<file path="src/rtl/dc_video_pkg.sv">
// Shared video-capture constants and the line-buffer writer state type.
package dc_video_pkg;
  localparam int W_480 = 720;
  localparam int W_240 = 640;
  localparam int H_480 = 480;
  localparam int H_240 = 240;
  localparam int BUF_LINES_LOG2 = 4;

  typedef enum logic [1:0] {IDLE, ALIGN, FILL, RUN} wr_state_t;
endpackage

</file>
<file path="src/rtl/frame_checksum_acc.sv">
// Per-frame 16-bit sum of (r+g+b) over every written pixel, latched at frame end.
module frame_checksum_acc (
  input  logic        clock,
  input  logic        reset,
  input  logic        clear,
  input  logic        add_en,
  input  logic [23:0] pixel,
  input  logic        latch,
  output logic [15:0] checksum
);
  logic [15:0] acc;
  logic [15:0] add_val;

  always_comb begin
    add_val = '0;
    if (add_en)
      add_val = {8'd0, pixel[23:16]} + {8'd0, pixel[15:8]} + {8'd0, pixel[7:0]};
  end

  always_ff @(posedge clock) begin
    if (!reset) begin
      acc      <= '0;
      checksum <= '0;
    end else if (clear) begin
      acc <= '0;
    end else if (latch) begin
      // The last pixel's write lands on the latch cycle, so fold it in here.
      checksum <= acc + add_val;
      acc      <= '0;
    end else begin
      acc <= acc + add_val;
    end
  end
endmodule

</file>
<file path="src/rtl/line_buffer_writer.sv">
// Writes captured pixels into a ring of line slots and signals when output may start.
// Optional WRITE_CHECKSUM_EN adds a per-frame pixel checksum on frame_checksum.
module line_buffer_writer #(
  parameter int BUF_LINES_LOG2 = dc_video_pkg::BUF_LINES_LOG2,
  parameter int START_LINES    = 2
) (
  input  logic                      clock,
  input  logic                      reset,
  input  logic                      line_doubler,
  input  logic                      add_line,
  input  logic                      resync,
  input  logic [7:0]                red,
  input  logic [7:0]                green,
  input  logic [7:0]                blue,
  input  logic [11:0]               counterX,
  input  logic [11:0]               counterY,
  output logic [BUF_LINES_LOG2+9:0] wraddress,
  output logic [23:0]               wrdata,
  output logic                      wren,
  output logic                      line_done,
  output logic                      start,
  output logic [15:0]               frame_checksum
);
  import dc_video_pkg::*;

  localparam int CW = (START_LINES > 1) ? $clog2(START_LINES) : 1;

  wr_state_t   state;
  logic [11:0] prev_x;
  logic        prev_doubler;
  logic        add_line_reg;
  logic        last_pending;
  logic [CW-1:0] fill_count;

  logic        add_eff;
  logic [11:0] width;
  logic [11:0] height;
  logic        pixel_event;
  logic        abort;
  logic        write_event;
  logic        line_done_next;

  always_comb begin
    // A new add_line value only counts from the top-left pixel of a frame.
    add_eff        = (counterX == 12'd0 && counterY == 12'd0) ? add_line : add_line_reg;
    width          = line_doubler ? 12'(W_240) : 12'(W_480);
    height         = line_doubler ? (12'(H_240) + {11'd0, add_eff}) : 12'(H_480);
    pixel_event    = (counterX != prev_x) && (counterX < width) && (counterY < height);
    abort          = resync || (line_doubler != prev_doubler);
    write_event    = pixel_event && !abort &&
                     (state == FILL || state == RUN ||
                      (state == ALIGN && counterX == 12'd0 && counterY == 12'd0));
    line_done_next = last_pending && !abort;
  end

  always_ff @(posedge clock) begin
    if (!reset) begin
      state        <= IDLE;
      prev_x       <= '0;
      prev_doubler <= 1'b0;
      add_line_reg <= 1'b0;
      last_pending <= 1'b0;
      fill_count   <= '0;
      wren         <= 1'b0;
      wraddress    <= '0;
      wrdata       <= '0;
      line_done    <= 1'b0;
      start        <= 1'b0;
    end else begin
      prev_x       <= counterX;
      prev_doubler <= line_doubler;
      if (counterX == 12'd0 && counterY == 12'd0)
        add_line_reg <= add_line;

      wren <= write_event;
      if (write_event) begin
        wraddress <= {counterY[BUF_LINES_LOG2-1:0], counterX[9:0]};
        wrdata    <= {red, green, blue};
      end
      last_pending <= write_event && (counterX == width - 12'd1);
      line_done    <= line_done_next;

      if (abort) begin
        state      <= IDLE;
        start      <= 1'b0;
        fill_count <= '0;
      end else begin
        case (state)
          IDLE:  state <= ALIGN;
          ALIGN: if (write_event) begin
                   state      <= FILL;
                   fill_count <= '0;
                 end
          FILL:  if (line_done_next) begin
                   if (fill_count == CW'(START_LINES - 1)) begin
                     state <= RUN;
                     start <= 1'b1;
                   end else begin
                     fill_count <= fill_count + 1'b1;
                   end
                 end
          RUN:   start <= 1'b1;
          default: state <= IDLE;
        endcase
      end
    end
  end

`ifdef WRITE_CHECKSUM_EN
  logic last_line_reg;

  always_ff @(posedge clock) begin
    if (!reset)
      last_line_reg <= 1'b0;
    else if (write_event)
      last_line_reg <= (counterY == height - 12'd1);
  end

  frame_checksum_acc u_checksum (
    .clock    (clock),
    .reset    (reset),
    .clear    (state == IDLE),
    .add_en   (wren),
    .pixel    (wrdata),
    .latch    (line_done_next && last_line_reg),
    .checksum (frame_checksum)
  );
`else
  assign frame_checksum = '0;
`endif
endmodule

</file>
<file path="config.mk">
export PLATFORM = sky130hd
export DESIGN_NAME = line_buffer_writer
export DESIGN_NICKNAME = d
export VERILOG_FILES = /design/src/rtl/dc_video_pkg.sv /design/src/rtl/frame_checksum_acc.sv /design/src/rtl/line_buffer_writer.sv
export SDC_FILE = /design/constraint.sdc
export NUM_CORES = 1
export LEC_CHECK = 0
export ABC_AREA = 1
export ABC_CLOCK_PERIOD_IN_PS = 2100
export BUFFER_PORTS_ARGS = -buffer_cell sky130_fd_sc_hd__buf_2
export CAP_MARGIN = 20
export CORE_UTILIZATION = 30
export DETAILED_ROUTE_END_ITERATION = 8
export PLACE_DENSITY_LB_ADDON = 0.25
export RECOVER_POWER = 25
export SETUP_SLACK_MARGIN = 0.3
export SYNTH_ARGS = -nofsm -noshare
export SYNTH_HDL_FRONTEND = slang
export SYNTH_SLANG_ARGS = --single-unit
</file>
<file path="constraint.sdc">
create_clock -name clock -period 2.1 [get_ports clock]
set_input_delay 0.42 -clock clock [delete_from_list [all_inputs] [get_ports clock]]
set_output_delay 0.42 -clock clock [all_outputs]
set_load 0.01 [all_outputs]
</file>
==> impl_metrics.csv <==
group,metric,value,unit
timing,slew_viol_final,0,
power,powerDensity,679.3,nW/um^2
timing,finalSetupTns,0,ns
die,dieArea,9643,um^2
finish,final_common_cell,"buf_2",
setup_path,startpoint_type,"flop",
synthesis,async_flop_share,0,
setup_path,cp_max_fo,15,
power,seqPwrFrac,0.449,
power,pwr-share-clk,0.462,
clock_tree,holdBufCountCts,0,
setup_path,rrSetupSlack,0.39,ns
finish,final_cell_mix,"buf_2 (80), nor2_1 (72), dfxtp_1 (58)",
power,power.share.switching,0.2273,
synthesis,ys_ff_latch,59,
min_path,hold_end,"prev_x[10]",
timing,final-setup-viol-count,0,
timing,finalCriticalPeriod,1.714,ns
synthesis,syn-mean-instance-area,7.287,um^2
power,ir_drop,0.0002631,V
clock_tree,cts_htree_levels,3,
min_path,hold_path_startpoint,"counterX[10]",
synthesis,syn_area,2776,um^2
synthesis,synth_top_area_share,0.4254,
timing,fmax,0.5833,GHz
synthesis,synthFlopType,"dfxtp_1",
routing,wl_per_cell,11.72,um
routing,ant_nets,0,
die,coreArea,8848,um^2
synthesis,ys_types,24,
routing,routed_wl,6.996,mm
timing,whs,0.3215,ns
clock_tree,root_buffer,"clkbuf_8",
routing,first_pass_iters,6,
finish,antennaDiodeCount,0,
die,ioPinCount,110,
timing,rsz0062_at_grt,"yes",
synthesis,yosysSeqAreaShare,0.4254,
clock_tree,numCtsBuffers,9,
min_path,whs_path_depth,3,
setup_path,regToRegEndpoint,"wrdata[7]",
run_status,violations,"design-rule violations",
setup_path,end_kind,"flop",
clock_tree,clk_latency,0.33,ns
power,power_frac_comb,0.089,
grt,track_usage,0.1465,
power,power.static_leakage,1.778,nW
routing,drtIter0Drc,80,
routing,drc,12,
grt,grt_max_degree,39,
timing,worstMarginPinSlew,1.194,ns
clock_tree,post_cts_buffers,0,
die,rows,34,
grt,grt_pass1_vias,2476,
finish,largest_reg_flops,24,
placed_design,place.gp.congestion,0.7927,
setup_path,crit_required,2.32,ns
placed_design,portBuffers,93,
grt,grt-ovfl-total,0,
synthesis,yosysTopAreaCell,"dfxtp_1",
synthesis,netlist_instances,381,
setup_path,reg2reg_depth,10,
run_status,status,"finished, violations left",
synthesis,synth_warnings,0,
finish,largestRegisters,"wrdata x24, wraddress x14, prev_x x12",
routing,viasPerCell,4.392,
die,die_w,98.20,um
placed_design,placed_cells,579,
setup_path,worstPathArrival,1.94,ns
placed_design,dpl.hpwl,4.944,mm
clock_tree,clock_path_buffers,2,
finish,fin_cells,597,
job,maxCapViolCount,0,
finish,syn_to_final_growth,34.75,%
power,p_switching,577.7,uW
finish,nets,545,
timing,period_share,0.8163,
finish,final.fill_count,927,
power,p_int,1.964,mW
finish,largest_register,"wrdata",
grt,antenna_found_initial,0,
synthesis,synth_area_leaders,"dfxtp_1 (43%), nor2_1 (9.9%), a21oi_1 (7.9%), nand2_1 (6.4%), buf_4 (5.1%)",
synthesis,synth_edf_count,0,
timing,slew_headroom,0.2041,
die,initial_utilization,0.3138,
routing,vias,2622,
clock_tree,path_clk_slew,0.07,ns
clock_tree,cts_tree,"built",
timing,hold_viol,0,
grt,grt_pass1_wl,11.23,mm
timing,skew,0.004666,ns
setup_path,r2r-start,"state[0]",
clock_tree,cts_sinks,59,
finish,drive_gt1_frac,0.2945,
min_path,hp-class,"in -> reg",
die,die_y,98.20,um
setup_path,path_class,"reg -> reg",
[power by group through the flow]
stage / clock network [mW] / registers (mW) / logic [mW]
global route: 1.26 / 1.14 / 0.261
floorplan: 0 / 1.17 / 0.142
global placement: 0 / 1.17 / 0.220
CTS: 1.21 / 1.14 / 0.223
finish: 1.17 / 1.14 / 0.227
detailed placement: 0 / 1.17 / 0.221
[worst max-delay path by stage]
stage | start | slack (ns) | to | cells after the start
floorplan | line_doubler | 0.30 | wraddress[7] | 13
global placement | line_doubler | 0.06 | wrdata[19] | 14
detailed placement | line_doubler | 0.03 | wrdata[15] | 14
CTS | state[0] | 0.32 | wrdata[9] | 11
global route | reset | 0.24 | wrdata[20] | 4
finish | state[0] | 0.39 | wrdata[7] | 10
[final cells by class]
cell class / instances / area, um^2 / area share
repair buffers: 111 / 660.6 / 0.1766
clock buffers: 12 / 155.1 / 0.04147
well taps: 108 / 135.1 / 0.03612
multi-input cells: 266 / 1391 / 0.3719
flip-flops and latches: 59 / 1185 / 0.3167
inverters: 37 / 141.4 / 0.03779
clock inverters: 4 / 72.57 / 0.01940
[per-layer routing]
metal | global-route usage | vias up | wire [um]
li1 | - | 1388 | -
met1 | 0.1845 | 1141 | 3327
met2 | 0.2373 | 84 | 3123
met3 | 0.04009 | 9 | 443
met4 | 0.05855 | 0 | 103
met5 | 0 | - | 0
[cells in the mapped netlist, types with 2 or more instances]
library cell / n
nand4_1: 4
nand3_1: 11
nor3_1: 4
nor2_2: 3
clkbuf_1: 8
o21ai_1: 18
xnor2_1: 12
inv_1: 36
dfxtp_1: 59
nand2_1: 47
buf_6: 3
nand2_2: 2
o21ai_0: 21
nor2_1: 73
a21oi_1: 44
buf_4: 19
ha_1: 8
buf_2: 3
[cell families (layout without fill, tap and decap cells)]
family                     after synthesis  after routing  synth area share
AOI/OAI and AO/OA                       85             85            0.1564
xor gates and xnor gates                12             12           0.03785
adders and majority gates                8              8           0.03605
buffers and inverters                   71            164            0.1311
DFF                                     59             59            0.4254
other                                    1             16          0.001351
and+or+nand+nor                        145            145            0.2118
[metrics by stage]
step                      power [mW]    util  area, um^2  worst slack, ns
after floorplan                1.307       -        2845           0.3010
after global placement         1.386  0.3818        3378          0.06107
after detailed placement       1.388  0.3818        3378          0.02676
after CTS                      2.569  0.4077        3607           0.3153
after global routing           2.662  0.4228        3741           0.2445
final                          2.541  0.4228        3741           0.3857
[timing repair]
item	CTS	global route
endpoints found under the setup margin	35	41
gates resized for setup	1	43
gates cloned	0	2
pin swaps	0	4
[worst max-delay path, stage by stage (launching register included)]
cell,delay [ns]
dfxtp_4,0.36
ha_1,0.24
nor2_4,0.12
inv_1,0.04
o21bai_2,0.19
nand2_2,0.09
nor2_4,0.04
buf_4,0.17
clkbuf_16,0.19
a21oi_1,0.13
nor2_1,0.05
Power figures use the tool's default switching activity.
